$ cat config.mk
export PLATFORM = sky130hd
export DESIGN_NAME = serial_subtractor_flat
export DESIGN_NICKNAME = d
export VERILOG_FILES = /design/src/rtl/serial_subtractor_pkg.sv /design/src/rtl/serial_subtractor_if.sv /design/src/rtl/serial_subtractor_full_subtractor.sv /design/src/rtl/serial_subtractor.sv /design/src/flat_wrapper.sv
export SDC_FILE = /design/constraint.sdc
export NUM_CORES = 1
export LEC_CHECK = 0
export BUFFER_PORTS_ARGS = -buffer_cell sky130_fd_sc_hd__buf_2
export CAP_MARGIN = 10
export CORE_MARGIN = 5
export CORE_UTILIZATION = 45
export CTS_CLUSTER_SIZE = 14
export DETAILED_ROUTE_END_ITERATION = 7
export PLACE_DENSITY_LB_ADDON = 0.2
export SYNTH_ARGS = -nofsm -noshare
export SYNTH_HDL_FRONTEND = slang
export SYNTH_SLANG_ARGS = --single-unit
$ cat constraint.sdc
create_clock -name clk -period 3.1 [get_ports clk]
set_clock_uncertainty 0.15 [all_clocks]
set_input_delay 0.155 -clock clk [delete_from_list [all_inputs] [get_ports clk]]
set_output_delay 0.155 -clock clk [all_outputs]
set_load 0.01 [all_outputs]
$ cat src/rtl/serial_subtractor_pkg.sv
// Shared definitions for the bit-serial arithmetic blocks.
package serial_arith_pkg;

  localparam int unsigned DEFAULT_WIDTH = 8;

  typedef enum logic [1:0] {
    IDLE = 2'd0,
    RUN  = 2'd1,
    DONE = 2'd2
  } state_t;

endpackage

$ cat src/rtl/serial_subtractor_if.sv
// Operand/result handshake bundle for the serial subtractor.
interface serial_subtractor_if #(
  parameter int unsigned WIDTH = serial_arith_pkg::DEFAULT_WIDTH
);
  logic             start_valid;
  logic             start_ready;
  logic [WIDTH-1:0] a;
  logic [WIDTH-1:0] b;
  logic             bin;
  logic             diff_valid;
  logic             diff_ready;
  logic [WIDTH-1:0] diff;
  logic             bout;
  logic             busy;

  // Producer/consumer side: supplies operands and accepts results.
  modport master (
    output start_valid, a, b, bin, diff_ready,
    input  start_ready, diff_valid, diff, bout, busy
  );

  // Subtractor side.
  modport slave (
    input  start_valid, a, b, bin, diff_ready,
    output start_ready, diff_valid, diff, bout, busy
  );
endinterface

$ cat src/rtl/serial_subtractor_full_subtractor.sv
// One-bit full-subtractor cell: d = a - b - bin, bout set when it borrows.
module full_subtractor (
  input  logic a,
  input  logic b,
  input  logic bin,
  output logic d,
  output logic bout
);

  assign d    = a ^ b ^ bin;
  assign bout = (~a & b) | (~a & bin) | (b & bin);

endmodule

$ cat src/rtl/serial_subtractor.sv
// Bit-serial subtractor: a - b - bin computed LSB-first, one bit per clock.
module serial_subtractor
  import serial_arith_pkg::*;
#(
  parameter int unsigned WIDTH = DEFAULT_WIDTH
) (
  input logic            clk,
  input logic            rst_n,
  serial_subtractor_if.slave bus
);

  localparam int unsigned CNT_W = $clog2(WIDTH);

  state_t           state;
  logic [WIDTH-1:0] a_sr;
  logic [WIDTH-1:0] b_sr;
  logic [WIDTH-1:0] diff_q;
  logic [CNT_W-1:0] cnt;
  logic             borrow_q;
  logic             bout_q;
  logic             start_ready_q;
  logic             diff_valid_q;
  logic             busy_q;
  logic             cell_d;
  logic             cell_bout;

  full_subtractor u_cell (
    .a    (a_sr[0]),
    .b    (b_sr[0]),
    .bin  (borrow_q),
    .d    (cell_d),
    .bout (cell_bout)
  );

  // Control FSM and serial datapath; diff_q doubles as the result shift register.
  always_ff @(posedge clk) begin
    if (!rst_n) begin
      state         <= IDLE;
      a_sr          <= '0;
      b_sr          <= '0;
      diff_q        <= '0;
      cnt           <= '0;
      borrow_q      <= 1'b0;
      bout_q        <= 1'b0;
      start_ready_q <= 1'b1;
      diff_valid_q  <= 1'b0;
      busy_q        <= 1'b0;
    end else begin
      case (state)
        IDLE: begin
          if (bus.start_valid) begin
            a_sr          <= bus.a;
            b_sr          <= bus.b;
            borrow_q      <= bus.bin;
            cnt           <= '0;
            start_ready_q <= 1'b0;
            busy_q        <= 1'b1;
            state         <= RUN;
          end
        end
        RUN: begin
          diff_q   <= {cell_d, diff_q[WIDTH-1:1]};
          borrow_q <= cell_bout;
          a_sr     <= a_sr >> 1;
          b_sr     <= b_sr >> 1;
          cnt      <= cnt + CNT_W'(1);
          if (cnt == CNT_W'(WIDTH - 1)) begin
            bout_q       <= cell_bout;
            diff_valid_q <= 1'b1;
            state        <= DONE;
          end
        end
        DONE: begin
          if (bus.diff_ready) begin
            diff_valid_q  <= 1'b0;
            busy_q        <= 1'b0;
            start_ready_q <= 1'b1;
            state         <= IDLE;
          end
        end
        default: begin
          start_ready_q <= 1'b1;
          diff_valid_q  <= 1'b0;
          busy_q        <= 1'b0;
          state         <= IDLE;
        end
      endcase
    end
  end

  assign bus.start_ready = start_ready_q;
  assign bus.diff_valid  = diff_valid_q;
  assign bus.diff        = diff_q;
  assign bus.bout        = bout_q;
  assign bus.busy        = busy_q;

endmodule

$ cat src/flat_wrapper.sv
// flat-port wrapper written by rule: the top's interface ports become plain ports
module serial_subtractor_flat import serial_arith_pkg::*;
#(
  parameter int unsigned WIDTH = DEFAULT_WIDTH
)
  (clk, rst_n, bus_start_valid, bus_a, bus_b, bus_bin, bus_diff_ready, bus_start_ready, bus_diff_valid, bus_diff, bus_bout, bus_busy);
  serial_subtractor_if #(.WIDTH(WIDTH)) bus_i ();
  input logic clk;
  input logic rst_n;
  input wire logic [$bits(bus_i.start_valid)-1:0] bus_start_valid;
  input wire logic [$bits(bus_i.a)-1:0] bus_a;
  input wire logic [$bits(bus_i.b)-1:0] bus_b;
  input wire logic [$bits(bus_i.bin)-1:0] bus_bin;
  input wire logic [$bits(bus_i.diff_ready)-1:0] bus_diff_ready;
  output wire logic [$bits(bus_i.start_ready)-1:0] bus_start_ready;
  output wire logic [$bits(bus_i.diff_valid)-1:0] bus_diff_valid;
  output wire logic [$bits(bus_i.diff)-1:0] bus_diff;
  output wire logic [$bits(bus_i.bout)-1:0] bus_bout;
  output wire logic [$bits(bus_i.busy)-1:0] bus_busy;
  assign bus_i.start_valid = bus_start_valid;
  assign bus_i.a = bus_a;
  assign bus_i.b = bus_b;
  assign bus_i.bin = bus_bin;
  assign bus_i.diff_ready = bus_diff_ready;
  assign bus_start_ready = bus_i.start_ready;
  assign bus_diff_valid = bus_i.diff_valid;
  assign bus_diff = bus_i.diff;
  assign bus_bout = bus_i.bout;
  assign bus_busy = bus_i.busy;
  serial_subtractor #(.WIDTH(WIDTH)) u_core (.clk(clk), .rst_n(rst_n), .bus(bus_i));
endmodule
Word-level counts from Yosys, hierarchy flattened
Index checks and enable logic that the tools add are counted.

Output and inout bits: 12. ROM bits: 0. Memories kept: 0. Input bits: 21. Word-level logic and storage cells: 54. Bits in registers: 34. Bits in writable memories: 0. Latch bits: 0.

Equal/unequal tests: 6. Divide/modulo/power cells: 0. Reduce and logical (&&, ||, !) cells: 7. $mul: 0. Bitwise gates (word level): 10. $lt $le $gt $ge: 0. Add/sub/neg operators: 1. Shifts and indexed selects: 0. Multiplexer cells: 20.

Operator list (count): $pmux W8 S2 (2); $mux W8 (2); $pmux W1 S3 (3); $reduce_and A3 Y1 (3); $mux W1 (6); $mux W2 (3); $pmux W2 S3 (1); $pmux W3 S2 (1); $ne A2 B2 Y1 const B (2); $reduce_and A2 Y1 (2); $add A3 B1 Y3 const B (1); $and A1 B1 Y1 (3); $eq A3 B3 Y1 const B (1); $mux W3 (1); $not A1 Y1 (3); $eq A2 B1 Y1 const B (1); $eq A2 B2 Y1 const B (1); $logic_not A2 Y1 (1); $ne A2 B1 Y1 const B (1); $or A1 B1 Y1 (2); $pmux W1 S2 (1); $reduce_bool A2 Y1 (1); $xor A1 B1 Y1 (2).

Logic depth before layout (Yosys ltp)
Gate-level depths: netlist of run 1.

Word-level depth: 5. Gate-level depth with buffers: 5. Depth with buffers taken out: 5.

By module
A second synthesis of run 1 with hierarchy kept.

Cell total of the unflattened synthesis: 174. Area total of the unflattened synthesis: 1554.0 µm².

By module, submodules not included: serial_subtractor (instances 1, cells an instance 171, seq. area each 680.7 µm², area each 1526.5 µm²); full_subtractor (instances 1, cells an instance 3, seq. area each 0.0 µm², area each 27.5 µm²).

Worst setup path after synthesis of run 1
OpenSTA, ideal clock, no wires.

Kind: register -> register. From: reg u_core.state[1]. To: reg u_core.a_sr[0]. Data arrival time: 1.164 ns. Path slack: 1.667 ns. Stages on the path, launching flop included: 6. Clock period less this slack: 1.433 ns. Setup time: 0.119 ns. Data required time: 2.831 ns. Buffers on the path: 2. Cell sequence: dfxtp_1 > nand2b_2 > or2_1 > buf_6 > buf_6 > o221a_1.

Longest elaborated chain between the ends: 3. Elaborated cells on any way between the ends: 6. Those cells by class: eq/ne (2); mux (1); reduce/logical (3).

Ends and longest elaborated chain: from (decl) (line serial_subtractor.sv:14) `state_t state;`; from (signal assigned) (line serial_subtractor.sv:38) `state <= IDLE;`; from (signal assigned) (line serial_subtractor.sv:58) `state <= RUN;`; from (signal assigned) (line serial_subtractor.sv:70) `state <= DONE;`; $eq A2 B1 Y1 / $logic_not A2 Y1 (equally long branches) (line serial_subtractor.sv:49) `case (state)`; $reduce_bool A2 Y1 (no line) / $ne A2 B2 Y1 (equally long branches); $reduce_and A2 Y1 (no line); to (signal assigned) (line serial_subtractor.sv:52) `a_sr <= bus.a;`; to (signal assigned) (line serial_subtractor.sv:64) `a_sr <= a_sr >> 1;`; to (decl) (line serial_subtractor.sv:15) `logic [WIDTH-1:0] a_sr;`.

Parallel ways exist; a longest one is shown, timed or not. A chain may end at the register's enable or synchronous reset.

Final worst setup path of run 1
From: reg u_core.state[0]. To: reg u_core.a_sr[3].

Same word-level chain as after synthesis.

==> out/metrics.yaml, run 1 <==
placed_design:
  numPlacedInstances: 207
  buffer_ports.inserted: 32
  gp_congestion: 0.744
  post-dp-hpwl_um: 1920
global_route:
  grt_first_pass_wirelength_um: 5020
  grt_usage_pct: 15.1
  vias_in_the_first_global_route: 1180
  grt_max_degree: 35
  globalRouteOverflowTotal: 0
  antenna_violations_before_repair: 0
setup_path:
  timing.critical_path.cells: "nand2b_1 -> o21a_1 -> o221a_1"
  crit_arrival_ps: 1910
  timing.critical_path.max_delay_family: "flip-flops"
  worst_setup_path_start_kind: "flip-flop"
  worst_path_largest_cell_delay_ps: 560
  cp_num_buf_inv: 0
  required_ps: 3180
  worst-setup-path-type: "flip-flop to flip-flop"
  crit_path_top_delay_cell: "sky130_fd_sc_hd__dfxtp_1"
  crit_path_max_fanout: 23
  worst_setup_path_end_kind: "flip-flop"
cts:
  tritoncts_clock_tree: "yes"
  htree_levels: 2
  post-cts-setup-buffers: 0
  cts_inserted_buffers: 5
  cts-root-buf: "sky130_fd_sc_hd__clkbuf_4"
  clk_pin_slew_ps: 100
  cts_max_path_buffers: 2
  clk_latency_ps: 330
  cts_num_sinks: 34
floorplanning:
  dieArea_mm2: 0.00447
  core-area_mm2: 0.00308
  placement_rows: 20
  num_io_pins: 33
  initial_utilization_pct: 47.3
  horiz_die_dim_um: 66.9
  die_h_um: 66.9
final_layout:
  nets: 210
  n_antenna_cell: 0
  final_layout_size_suffix_gt1_share_pct: 26.2
  multi_input_comb_area_um2: 698
  nFillCells: 274
  synthToLayoutAreaGrowth_pct: 25.2
  fin_util_pct: 59.2
  fin_cells: 231
  regArea_um2: 681
logic_synthesis:
  synth.cell_area_mm2: 0.00146
  postSynthRegisterBits: 34
  async_flop_share_pct: 0
  synth_top_area_cell: "sky130_fd_sc_hd__dfxtp_1"
  syn-num-nets: 168
  synthDistinctLibCells: 31
  yosysWarnings: 0
  yosysTopAreaCellShare_pct: 46.8
  postSynthAreaPerCell_um2: 10.1
  synth_flop_cell: "sky130_fd_sc_hd__dfxtp_1"
  post_synth_inst_count: 144
  synth.yosys.seq_area_share_pct: 46.8
  synth_enable_flop_cells: 0
  synth.top_cells.by_area: "sky130_fd_sc_hd__dfxtp_1 (47%), sky130_fd_sc_hd__o21a_1 (8.3%), sky130_fd_sc_hd__o221a_1 (7.7%)"
drt:
  drt_first_pass_iters: 4
  finalWirelength_um: 3000
  final_antenna_net_count: 0
  post_drt_via_cell_ratio: 5.03
  vias: 1163
  route.detailed.drc: 0
  routed_wire_length_per_instance_um: 13.0
  first_iter_violations: 32
power_and_ir_drop:
  power_per_cell_area_mw_per_mm2: 467
  ir_drop_mv: 0.296
  static-leakage-power_nw: 0.738
sta:
  timing.slew.headroom_pct: 44.0
  hold_viol_final: 0
  max_freq_mhz: 546
  period_share_pct: 59.1
  setup_total_negative_slack_ps: 0
  period_minus_slack_ps: 1830
  tightestPinTransition_ps: 839
  finalMaxSlewViolations: 0
  finalSetupViolCount: 0
  rsz0062_at_grt: "false"
status:
  run_status: "finished, final reports clean"
hold_path:
  hold_path.class: "primary input to flip-flop"
flow_run:
  cap_viol_max_count: 0
Yosys cell counts (2+ instances only):
cell	count
sky130_fd_sc_hd__nor2b_1	4
sky130_fd_sc_hd__buf_6	2
sky130_fd_sc_hd__dfxtp_1	34
sky130_fd_sc_hd__a21oi_1	2
sky130_fd_sc_hd__a21boi_0	10
sky130_fd_sc_hd__nand2b_1	2
sky130_fd_sc_hd__o221a_1	10
sky130_fd_sc_hd__nand2_1	18
sky130_fd_sc_hd__inv_1	2
sky130_fd_sc_hd__clkbuf_1	7
sky130_fd_sc_hd__mux2i_1	2
sky130_fd_sc_hd__nor2_1	3
sky130_fd_sc_hd__buf_2	4
sky130_fd_sc_hd__o21ai_0	4
sky130_fd_sc_hd__ha_1	2
sky130_fd_sc_hd__o221a_2	5
sky130_fd_sc_hd__a21boi_1	2
sky130_fd_sc_hd__a22oi_1	2
sky130_fd_sc_hd__o21a_1	16
sky130_fd_sc_hd__or3b_2	2
tightest hold or removal path: stages:
cell and delay, ps:
sky130_fd_sc_hd__buf_2 100, sky130_fd_sc_hd__or3b_2 170, sky130_fd_sc_hd__a21boi_1 40
power breakdown:
part | internal (mW) | leakage [nW] | total, mW | switching, mW
registers | 0.463 | 0.280 | 0.482 | 0.0186
logic | 0.0661 | 0.423 | 0.117 | 0.0513
clock network | 0.110 | 0.0353 | 0.252 | 0.142
metal layers:
layer,global-route usage [%],share of wire (%),vias to the layer above
li1,-,-,602
met1,16.5,45,535
met2,26.1,49,20
met3,6.58,4.3,6
met4,4.56,1.4,0
met5,0,0,-
state kept, by name (all words and copies together), names as in the netlist:
signal,count
u_core.a_sr,8
u_core.b_sr,8
u_core.borrow_q,1
u_core.bus.bout,1
u_core.bus.busy,1
u_core.bus.diff,8
u_core.bus.diff_valid,1
u_core.bus.start_ready,1
u_core.cnt,3
u_core.state,2
worst paths after layout:
| kind | start | to | slack, ps | depth (start not counted) |
|---|---|---|---|---|
| setup / recovery | u_core.state[0] | u_core.a_sr[3] | 1270 | 3 |
| hold / removal | bus_a[7] | u_core.a_sr[7] | 30 | 3 |
| hold reg to reg | u_core.bus.diff[0] | u_core.bus.diff[0] | 320 | 2 |
| setup reg to reg | u_core.state[0] | u_core.a_sr[3] | 1270 | 3 |
cell type report:
type                       count  area share [%]
sequential                    34            37.4
clock inverter                 1           0.275
inverter                       2           0.412
timing repair buffer          48            17.6
clock buffer                   7            3.02
multi-input combinational     95            38.3
tap                           44            3.02
cell families (layout without fill, tap and decap cells):
family | after synthesis | after routing | synth area share, %
AOI/OAI and AO/OA | 54 | 54 | 31.0
adders and majority gates | 3 | 3 | 3.10
DFF | 34 | 34 | 46.8
and+or+nand+nor | 36 | 36 | 12.5
buffers and inverters | 15 | 58 | 5.25
muxes | 2 | 2 | 1.38
metrics by stage:
| step | power (mW) | hold slack [ps] | area, um^2 | setup WS, ps |
|---|---|---|---|---|
| finish | 0.851 | 27.9 | 1820 | 1270 |
| CTS | 0.866 | 10.7 | 1820 | 1260 |
| global route | 0.899 | 11.1 | 1820 | 1040 |
| global placement | 0.590 | 279 | 1600 | 1320 |
| detailed placement | 0.594 | 283 | 1600 | 1280 |
| floorplan | 0.566 | 185 | 1460 | 1670 |
placed cells by master, fill, tap and decap left out, types with 3 or more instances in the layout:
cell,instances
sky130_fd_sc_hd__nor2_1,3
sky130_fd_sc_hd__dfxtp_1,34
sky130_fd_sc_hd__buf_2,32
sky130_fd_sc_hd__o21a_1,16
sky130_fd_sc_hd__nor2b_1,4
sky130_fd_sc_hd__dlygate4sd3_1,16
sky130_fd_sc_hd__o221a_2,5
sky130_fd_sc_hd__nand2_1,18
sky130_fd_sc_hd__o21ai_0,4
sky130_fd_sc_hd__o221a_1,10
sky130_fd_sc_hd__a21boi_0,10
sky130_fd_sc_hd__clkbuf_4,5
timing repair:
| action | CTS | global route |
|---|---|---|
| hold buffers | 16 | 0 |
| gates resized for setup | 0 | 0 |
| hold endpoints to repair | 16 | 0 |
(Power assumes the default switching activity.)
==> run 2: changes to the inputs <==
--- a/config.mk
+++ b/config.mk
@@ -5,6 +5,7 @@
 export SDC_FILE = /design/constraint.sdc
 export NUM_CORES = 1
 export LEC_CHECK = 0
+export ABC_AREA = 1
 export BUFFER_PORTS_ARGS = -buffer_cell sky130_fd_sc_hd__buf_2
 export CAP_MARGIN = 10
 export CORE_MARGIN = 5
==> constraint.sdc (replaced) <==
create_clock -name clk -period 1.7 [get_ports clk]
set_clock_uncertainty 0.15 [all_clocks]
set_input_delay 0.085 -clock clk [delete_from_list [all_inputs] [get_ports clk]]
set_output_delay 0.085 -clock clk [all_outputs]
set_load 0.01 [all_outputs]
==> run 2 against run 1 <==
Largest cell class unchanged. Fmax rose by 16%. Synthesized cell count rose by 67%. Core utilization rose by 1.4 points. Clock power rose by 67%. Hold slack improved by 290 ps. Sequential share of layout area fell by 4.1 points. Power rose by 96%. Design area rose by 13%. Die area rose by 8.7%. Flip-flop and latch count did not move. Highest routed layer unchanged.
==> out/metrics.yaml, run 2 <==
status:
  run_status: "finished, final reports clean"  # unchanged
setup_path:
  worst-setup-path-type: "flip-flop to flip-flop"  # unchanged
  worst_path_largest_cell_delay_ps: 570  # was 560 ps
  timing.critical_path.max_delay_family: "buffers and inverters"  # was flip-flops
  setup.reg_to_reg.worst_slack_ps: 120  # was 1270 ps
  r2r.worst_path.cells: 5  # was 3
  worst_setup_path_start_kind: "flip-flop"  # unchanged
  required_ps: 1820  # was 3180 ps
  timing.critical_path.cells: "buf_4 -> nor2_4 -> nand3_1 -> dlygate4sd3_1 -> a21oi_1"  # was nand2b_1 -> o21a_1 -> o221a_1
  cp_num_buf_inv: 2  # was 0
  crit_path_top_delay_cell: "sky130_fd_sc_hd__dlygate4sd3_1"  # was sky130_fd_sc_hd__dfxtp_1
  worst_setup_path_end_kind: "flip-flop"  # unchanged
  crit_path_max_fanout: 4  # was 23
  crit_arrival_ps: 1700  # was 1910 ps
  regToRegStartpoint: "u_core.state[1]"  # was u_core.state[0]
  timing.rr.end: "u_core.a_sr[7]"  # was u_core.a_sr[3]
cts:
  post-cts-setup-buffers: 0  # unchanged
  cts-root-buf: "sky130_fd_sc_hd__clkbuf_4"  # unchanged
  clk_latency_ps: 340  # was 330 ps
  clk_pin_slew_ps: 100  # about the same
  cts_num_sinks: 34  # unchanged
  tritoncts_clock_tree: "yes"  # unchanged
  cts_inserted_buffers: 5  # unchanged
  cts_max_path_buffers: 2  # unchanged
  htree_levels: 2  # unchanged
floorplanning:
  dieArea_mm2: 0.00486  # was 0.00447 mm^2
  core-area_mm2: 0.00339  # was 0.00308 mm^2
  horiz_die_dim_um: 69.7  # was 66.9 um
  initial_utilization_pct: 47.4  # was 47.3%
  die_h_um: 69.7  # was 66.9 um
  placement_rows: 21  # was 20
  num_io_pins: 33  # unchanged
sta:
  finalSetupViolCount: 0  # unchanged
  setup_total_negative_slack_ps: 0  # unchanged
  tightestPinTransition_ps: 423  # was 839 ps
  period_share_pct: 92.7  # was 59.1%
  hold_viol_final: 0  # unchanged
  rsz0062_at_grt: "false"  # unchanged
  finalMaxSlewViolations: 0  # unchanged
  period_minus_slack_ps: 1580  # was 1830 ps
  timing.slew.headroom_pct: 71.7  # was 44.0%
  max_freq_mhz: 635  # was 546 MHz
  timing.hold.ws_ps: 315  # was 27.9 ps
placed_design:
  gp_congestion: 0.729  # was 0.744
  post-dp-hpwl_um: 2210  # was 1920 um
  placedInstanceArea_mm2: 0.00179  # was 0.00160 mm^2
  numPlacedInstances: 312  # was 207
  buffer_ports.inserted: 32  # unchanged
drt:
  drt_first_pass_iters: 4  # unchanged
  vias: 1485  # was 1,163
  route.detailed.drc: 0  # unchanged
  routed_wire_length_per_instance_um: 9.91  # was 13.0 um
  finalWirelength_um: 3370  # was 3000 um
  first_iter_violations: 74  # was 32
  post_drt_via_cell_ratio: 4.37  # was 5.03
  final_antenna_net_count: 0  # unchanged
logic_synthesis:
  yosysTopAreaCellShare_pct: 42.4  # was 46.8%
  postSynthAreaPerCell_um2: 6.69  # was 10.1 um^2
  synth.cell_area_mm2: 0.00161  # was 0.00146 mm^2
  synth_flop_cell: "sky130_fd_sc_hd__dfxtp_1"  # unchanged
  netlist_top_cells_count: "sky130_fd_sc_hd__nand2_1 (75), sky130_fd_sc_hd__inv_1 (38), sky130_fd_sc_hd__nor2_1 (38), sky130_fd_sc_hd__dfxtp_1 (34), sky130_fd_sc_hd__a21oi_1 (23)"  # was sky130_fd_sc_hd__dfxtp_1 (34), sky130_fd_sc_hd__nand2_1 (18), sky130_fd_sc_hd__o21a_1 (16), sky130_fd_sc_hd__a21boi_0 (10), sky130_fd_sc_hd__o221a_1 (10)
  synth_top_area_cell: "sky130_fd_sc_hd__dfxtp_1"  # unchanged
  synth.yosys.seq_area_share_pct: 42.4  # was 46.8%
  yosysWarnings: 0  # unchanged
  postSynthRegisterBits: 34  # unchanged
  async_flop_share_pct: 0  # unchanged
  synth.top_cells.by_area: "sky130_fd_sc_hd__dfxtp_1 (42%), sky130_fd_sc_hd__nand2_1 (18%), sky130_fd_sc_hd__inv_1 (8.9%)"  # was sky130_fd_sc_hd__dfxtp_1 (47%), sky130_fd_sc_hd__o21a_1 (8.3%), sky130_fd_sc_hd__o221a_1 (7.7%)
  syn-num-nets: 264  # was 168
  synth_most_common_cell: "sky130_fd_sc_hd__nand2_1"  # was sky130_fd_sc_hd__dfxtp_1
  synth_enable_flop_cells: 0  # unchanged
  synthDistinctLibCells: 19  # was 31
  post_synth_inst_count: 240  # was 144
final_layout:
  fin_cells: 340  # was 231
  nets: 318  # was 210
  nFillCells: 342  # was 274
  synthToLayoutAreaGrowth_pct: 27.8  # was 25.2%
  regArea_um2: 682  # was 681 um^2
  n_antenna_cell: 0  # unchanged
  multi_input_comb_area_um2: 698  # unchanged
  post-route-cell-area_mm2: 0.00205  # was 0.00182 mm^2
  final_layout_size_suffix_gt1_share_pct: 17.0  # was 26.2%
  layout.cells.most_common_list: "sky130_fd_sc_hd__nand2_1 (75), sky130_fd_sc_hd__inv_1 (38), sky130_fd_sc_hd__nor2_1 (37), sky130_fd_sc_hd__dfxtp_1 (33), sky130_fd_sc_hd__buf_2 (32)"  # was sky130_fd_sc_hd__dfxtp_1 (34), sky130_fd_sc_hd__buf_2 (32), sky130_fd_sc_hd__nand2_1 (18), sky130_fd_sc_hd__o21a_1 (16), sky130_fd_sc_hd__dlygate4sd3_1 (16)
  layout.cells.most_common: "sky130_fd_sc_hd__nand2_1"  # was sky130_fd_sc_hd__dfxtp_1
power_and_ir_drop:
  totalPowerFinal_mw: 1.67  # was 851 uW
  power_per_cell_area_mw_per_mm2: 812  # was 467 mW/mm^2
  ir_drop_mv: 0.536  # was 0.296 mV
  static-leakage-power_nw: 1.05  # was 0.738 nW
global_route:
  grt_max_degree: 32  # was 35
  antenna_violations_before_repair: 0  # unchanged
  grt_first_pass_wirelength_um: 5910  # was 5020 um
  vias_in_the_first_global_route: 1422  # was 1,180
  globalRouteOverflowTotal: 0  # unchanged
  grt_usage_pct: 15.0  # was 15.1%
hold_path:
  worstHoldStart: "u_core.bus.bout"  # was bus_a[7]
  hold_depth: 2  # was 3
  hold_path.class: "flip-flop to flip-flop"  # was primary input to flip-flop
  worst_hold_path.endpoint: "u_core.bus.bout"  # was u_core.a_sr[7]
flow_run:
  cap_viol_max_count: 0  # unchanged
## run 2: changes by cell type after synthesis, sizes merged, moves of 4 or more
| cell | change |
|---|---|
| a21boi | -12 |
| a21oi | +21 |
| nor2 | +36 |
| o221a | -15 |
| o21a | -15 |
| clkbuf | -5 |
| nor2b | -4 |
| o21ai | +6 |
| nand2 | +58 |
| inv | +37 |
## run 2: kinds of logic after synthesis
logic type / after synthesis / share of synthesized area, %
flip-flops: 34 / 42.4
adder cells (fa/ha/maj): 3 / 2.81
buffers and inverters: 50 / 14.6
AO/OA/AOI/OAI: 34 / 11.5
AND/OR/NAND/NOR: 119 / 28.8
## run 2: worst max path at each step
stage,from,endpoint,slack (ps),cells past startpoint
5_1_grt,u_core.state[1],u_core.a_sr[7],30,5
3_3_place_gp,u_core.state[0],u_core.bus.diff[0],240,3
2_1_floorplan,u_core.a_sr[0],u_core.borrow_q,420,6
6_report,u_core.state[1],u_core.a_sr[7],120,5
3_5_place_dp,u_core.state[0],u_core.bus.diff[6],170,3
4_1_cts,u_core.state[0],u_core.a_sr[7],30,4
## run 2: repair_timing
action / 4_1_cts / 5_1_grt
hold buffers: 21 / 0
hold endpoints to repair: 30 / 0
endpoints found under the setup margin: 0 / 1
resized for setup: 0 / 3
## run 2: metrics by stage
stage	setup slack (ps)	utilization, %
CTS	28.5	60.3
global route	28.1	60.5
floorplan	415	-
global placement	244	52.7
finish	124	60.5
detailed placement	171	52.7
## run 2: routing by layer
| layer | share of wire [%] | wire (um) | vias up | global-route usage (%) |
|---|---|---|---|---|
| met3 | 5.1 | 173 | 7 | 4.49 |
| met1 | 47 | 1600 | 627 | 17.6 |
| li1 | - | - | 820 | - |
| met2 | 45 | 1530 | 31 | 24.5 |
| met5 | 0 | 0 | - | 0 |
| met4 | 2.2 | 74 | 0 | 7.66 |
## run 2: tightest hold or removal path: cells and delay by family, from the launching register on
kind,cells,cell delay [ps]
AO/OA/AOI/OAI,1,50
AND/OR/NAND/NOR,1,60
flip-flops,1,320
## run 2: cell type report
cell class | count | area share (%)
Multi-Input combinational cell | 156 | 34.0
Sequential cell | 34 | 33.2
Timing Repair Buffer | 58 | 20.5
Inverter | 39 | 7.13
Tap cell | 46 | 2.80
Clock buffer | 5 | 1.83
Clock inverter | 2 | 0.488
## run 2: where the power goes
part	total (mW)	switching [mW]	internal, mW
clock	0.420	0.271	0.149
sequential	0.896	0.0342	0.861
combinational	0.350	0.190	0.161
==> run 3: changes to the inputs <==
--- a/config.mk
+++ b/config.mk
@@ -16,3 +16,4 @@
 export SYNTH_ARGS = -nofsm -noshare
 export SYNTH_HDL_FRONTEND = slang
 export SYNTH_SLANG_ARGS = --single-unit
+export TNS_END_PERCENT = 10
==> constraint.sdc (replaced) <==
create_clock -name clk -period 1.4 [get_ports clk]
set_clock_uncertainty 0.15 [all_clocks]
set_input_delay 0.07 -clock clk [delete_from_list [all_inputs] [get_ports clk]]
set_output_delay 0.07 -clock clk [all_outputs]
set_load 0.01 [all_outputs]
==> run 3 against run 2 <==
Count of clock-buffer cells in the layout unchanged. Power up 34%. Combinational power up 27%. Die area unchanged. Hold slack better by 3.2 ps. Design area up 3.6%. Register-to-register slack worse by 60 ps. First-iteration DRC count up 12%. Via count up 0.54%. Critical path type unchanged.
==> out/metrics.yaml, run 3 (same netlist as run 2, synthesis figures left out) <==
status:
  run_status: "finished, final reports clean"  # unchanged
final_layout:
  n_antenna_cell: 0  # unchanged
  layout.cells.most_common_list: "sky130_fd_sc_hd__nand2_1 (75), sky130_fd_sc_hd__inv_1 (38), sky130_fd_sc_hd__nor2_1 (38), sky130_fd_sc_hd__dfxtp_1 (33), sky130_fd_sc_hd__buf_2 (32)"  # was sky130_fd_sc_hd__nand2_1 (75), sky130_fd_sc_hd__inv_1 (38), sky130_fd_sc_hd__nor2_1 (37), sky130_fd_sc_hd__dfxtp_1 (33), sky130_fd_sc_hd__buf_2 (32)
  fin_cells: 347  # was 340
  multi_input_comb_area_um2: 699  # was 698 um^2
  nFillCells: 313  # was 342
  nets: 324  # was 318
  post-route-cell-area_mm2: 0.00213  # was 0.00205 mm^2
  layout.cells.most_common: "sky130_fd_sc_hd__nand2_1"  # unchanged
  synthToLayoutAreaGrowth_pct: 32.4  # was 27.8%
  regArea_um2: 682  # unchanged
  final_layout_size_suffix_gt1_share_pct: 19.9  # was 17.0%
setup_path:
  crit_path_max_fanout: 2  # was 4
  worst_setup_path_end_kind: "flip-flop"  # unchanged
  source_of_the_critical_timing_path: "u_core.a_sr[0]"  # was u_core.state[1]
  worst-setup-path-type: "flip-flop to flip-flop"  # unchanged
  critPathCapture: "u_core.bus.diff[7]"  # was u_core.a_sr[7]
  worst_setup_path_start_kind: "flip-flop"  # unchanged
  crit_arrival_ps: 1430  # was 1700 ps
  required_ps: 1500  # was 1820 ps
  r2r.worst_path.cells: 5  # unchanged
  setup.reg_to_reg.worst_slack_ps: 60  # was 120 ps
  timing.rr.end: "u_core.bus.diff[7]"  # was u_core.a_sr[7]
  regToRegStartpoint: "u_core.a_sr[0]"  # was u_core.state[1]
cts:
  post-cts-setup-buffers: 0  # unchanged
  clk_pin_slew_ps: 110  # was 100 ps
  htree_levels: 2  # unchanged
  cts_num_sinks: 34  # unchanged
  cts_inserted_buffers: 5  # unchanged
  tritoncts_clock_tree: "yes"  # unchanged
  cts_max_path_buffers: 2  # unchanged
  cts-root-buf: "sky130_fd_sc_hd__clkbuf_4"  # unchanged
  clk_latency_ps: 340  # about the same
drt:
  routed_wire_length_per_instance_um: 9.45  # was 9.91 um
  vias: 1493  # was 1,485
  first_iter_violations: 83  # was 74
  route.detailed.drc: 0  # unchanged
  final_antenna_net_count: 0  # unchanged
  drt_first_pass_iters: 4  # unchanged
  finalWirelength_um: 3280  # was 3370 um
  post_drt_via_cell_ratio: 4.30  # was 4.37
placed_design:
  numPlacedInstances: 319  # was 312
  post-dp-hpwl_um: 2250  # was 2210 um
  gp_congestion: 0.752  # was 0.729
  buffer_ports.inserted: 32  # unchanged
  dp_slack_ps: 24.2  # was 171 ps
  placedInstanceArea_mm2: 0.00184  # was 0.00179 mm^2
sta:
  finalMaxSlewViolations: 0  # unchanged
  timing.hold.ws_ps: 318  # was 315 ps
  rsz0062_at_grt: "false"  # unchanged
  timing.slew.headroom_pct: 84.8  # was 71.7%
  layout_setup_ws_ps: 62.6  # was 124 ps
  finalSetupViolCount: 0  # unchanged
  hold_viol_final: 0  # unchanged
  period_share_pct: 95.5  # was 92.7%
  tightestPinTransition_ps: 227  # was 423 ps
  max_freq_mhz: 748  # was 635 MHz
  period_minus_slack_ps: 1340  # was 1580 ps
  setup_total_negative_slack_ps: 0  # unchanged
global_route:
  vias_in_the_first_global_route: 1411  # was 1,422
  antenna_violations_before_repair: 0  # unchanged
  grt_usage_pct: 14.7  # was 15.0%
  grt_first_pass_wirelength_um: 5860  # was 5910 um
  globalRouteOverflowTotal: 0  # unchanged
  grt_max_degree: 22  # was 32
power_and_ir_drop:
  power_per_cell_area_mw_per_mm2: 1050  # was 812 mW/mm^2
  static-leakage-power_nw: 1.09  # was 1.05 nW
  ir_drop_mv: 0.647  # was 0.536 mV
floorplanning:
  placement_rows: 21  # unchanged
  num_io_pins: 33  # unchanged
  die_h_um: 69.7  # unchanged
  horiz_die_dim_um: 69.7  # unchanged
  dieArea_mm2: 0.00486  # unchanged
  initial_utilization_pct: 47.4  # unchanged
  core-area_mm2: 0.00339  # unchanged
flow_run:
  cap_viol_max_count: 0  # unchanged
hold_path:
  hold_path.class: "flip-flop to flip-flop"  # unchanged
[run 3: cell count changes in the layout (fill, tap and decap cells not counted), sizes merged]
cell         before  now
dlygate4sd3      21   20
bufinv            0    1
buf              37   44
[run 3: final cells by class]
class,instances,area share [%]
clock buffers,5,1.77
flip-flops and latches,34,32.1
inverters,39,6.89
clock inverters,3,1.88
multi-input cells,156,32.9
repair buffers,64,21.8
well taps,46,2.71
[run 3: metal layers]
metal	GRT usage (%)	share of wire, %	up-vias
met5	0	0	-
met4	7.87	2.6	0
met3	4.78	5.0	8
met2	22.8	43	27
met1	18.0	49	623
li1	-	-	835
[run 3: what timing repair did]
| action | CTS | global route |
|---|---|---|
| resized for setup | 0 | 4 |
| hold buffers | 20 | 0 |
| hold endpoints to repair | 31 | 0 |
| endpoints found under the setup margin | 0 | 19 |
[run 3: metrics by stage]
step                utilization [%]  total power [mW]
floorplan                         -              1.39
global placement               54.2              1.51
detailed placement             54.2              1.51
CTS                            62.4              2.26
global route                   62.7              2.38
finish                         62.7              2.23
[run 3: power breakdown]
| part | leakage, nW | total [mW] | switching [mW] | internal [mW] |
|---|---|---|---|---|
| Clock | 0.0450 | 0.701 | 0.331 | 0.370 |
| Combinational | 0.762 | 0.446 | 0.234 | 0.212 |
| Sequential | 0.281 | 1.08 | 0.0384 | 1.05 |
[run 3: how the worst min path moves through the flow]
stage / end / depth (start not counted) / start / slack (ps)
floorplan: u_core.a_sr[7] / 2 / bus_start_valid / 80
CTS: u_core.bus.start_ready / 2 / u_core.bus.start_ready / 320
finish: u_core.bus.start_ready / 2 / u_core.bus.start_ready / 320
detailed placement: u_core.state[1] / 4 / bus_diff_ready / 210
global placement: u_core.b_sr[7] / 3 / bus_b[7] / 200
global route: u_core.bus.bout / 2 / u_core.bus.bout / 350
[run 3: critical path, cell delays in order, from the launching register on]
cell and delay [ps]:
sky130_fd_sc_hd__dfxtp_1 330, sky130_fd_sc_hd__inv_1 60, sky130_fd_sc_hd__fa_2 570, sky130_fd_sc_hd__nand2_1 50
sky130_fd_sc_hd__nand2_1 60, sky130_fd_sc_hd__nor2_1 30
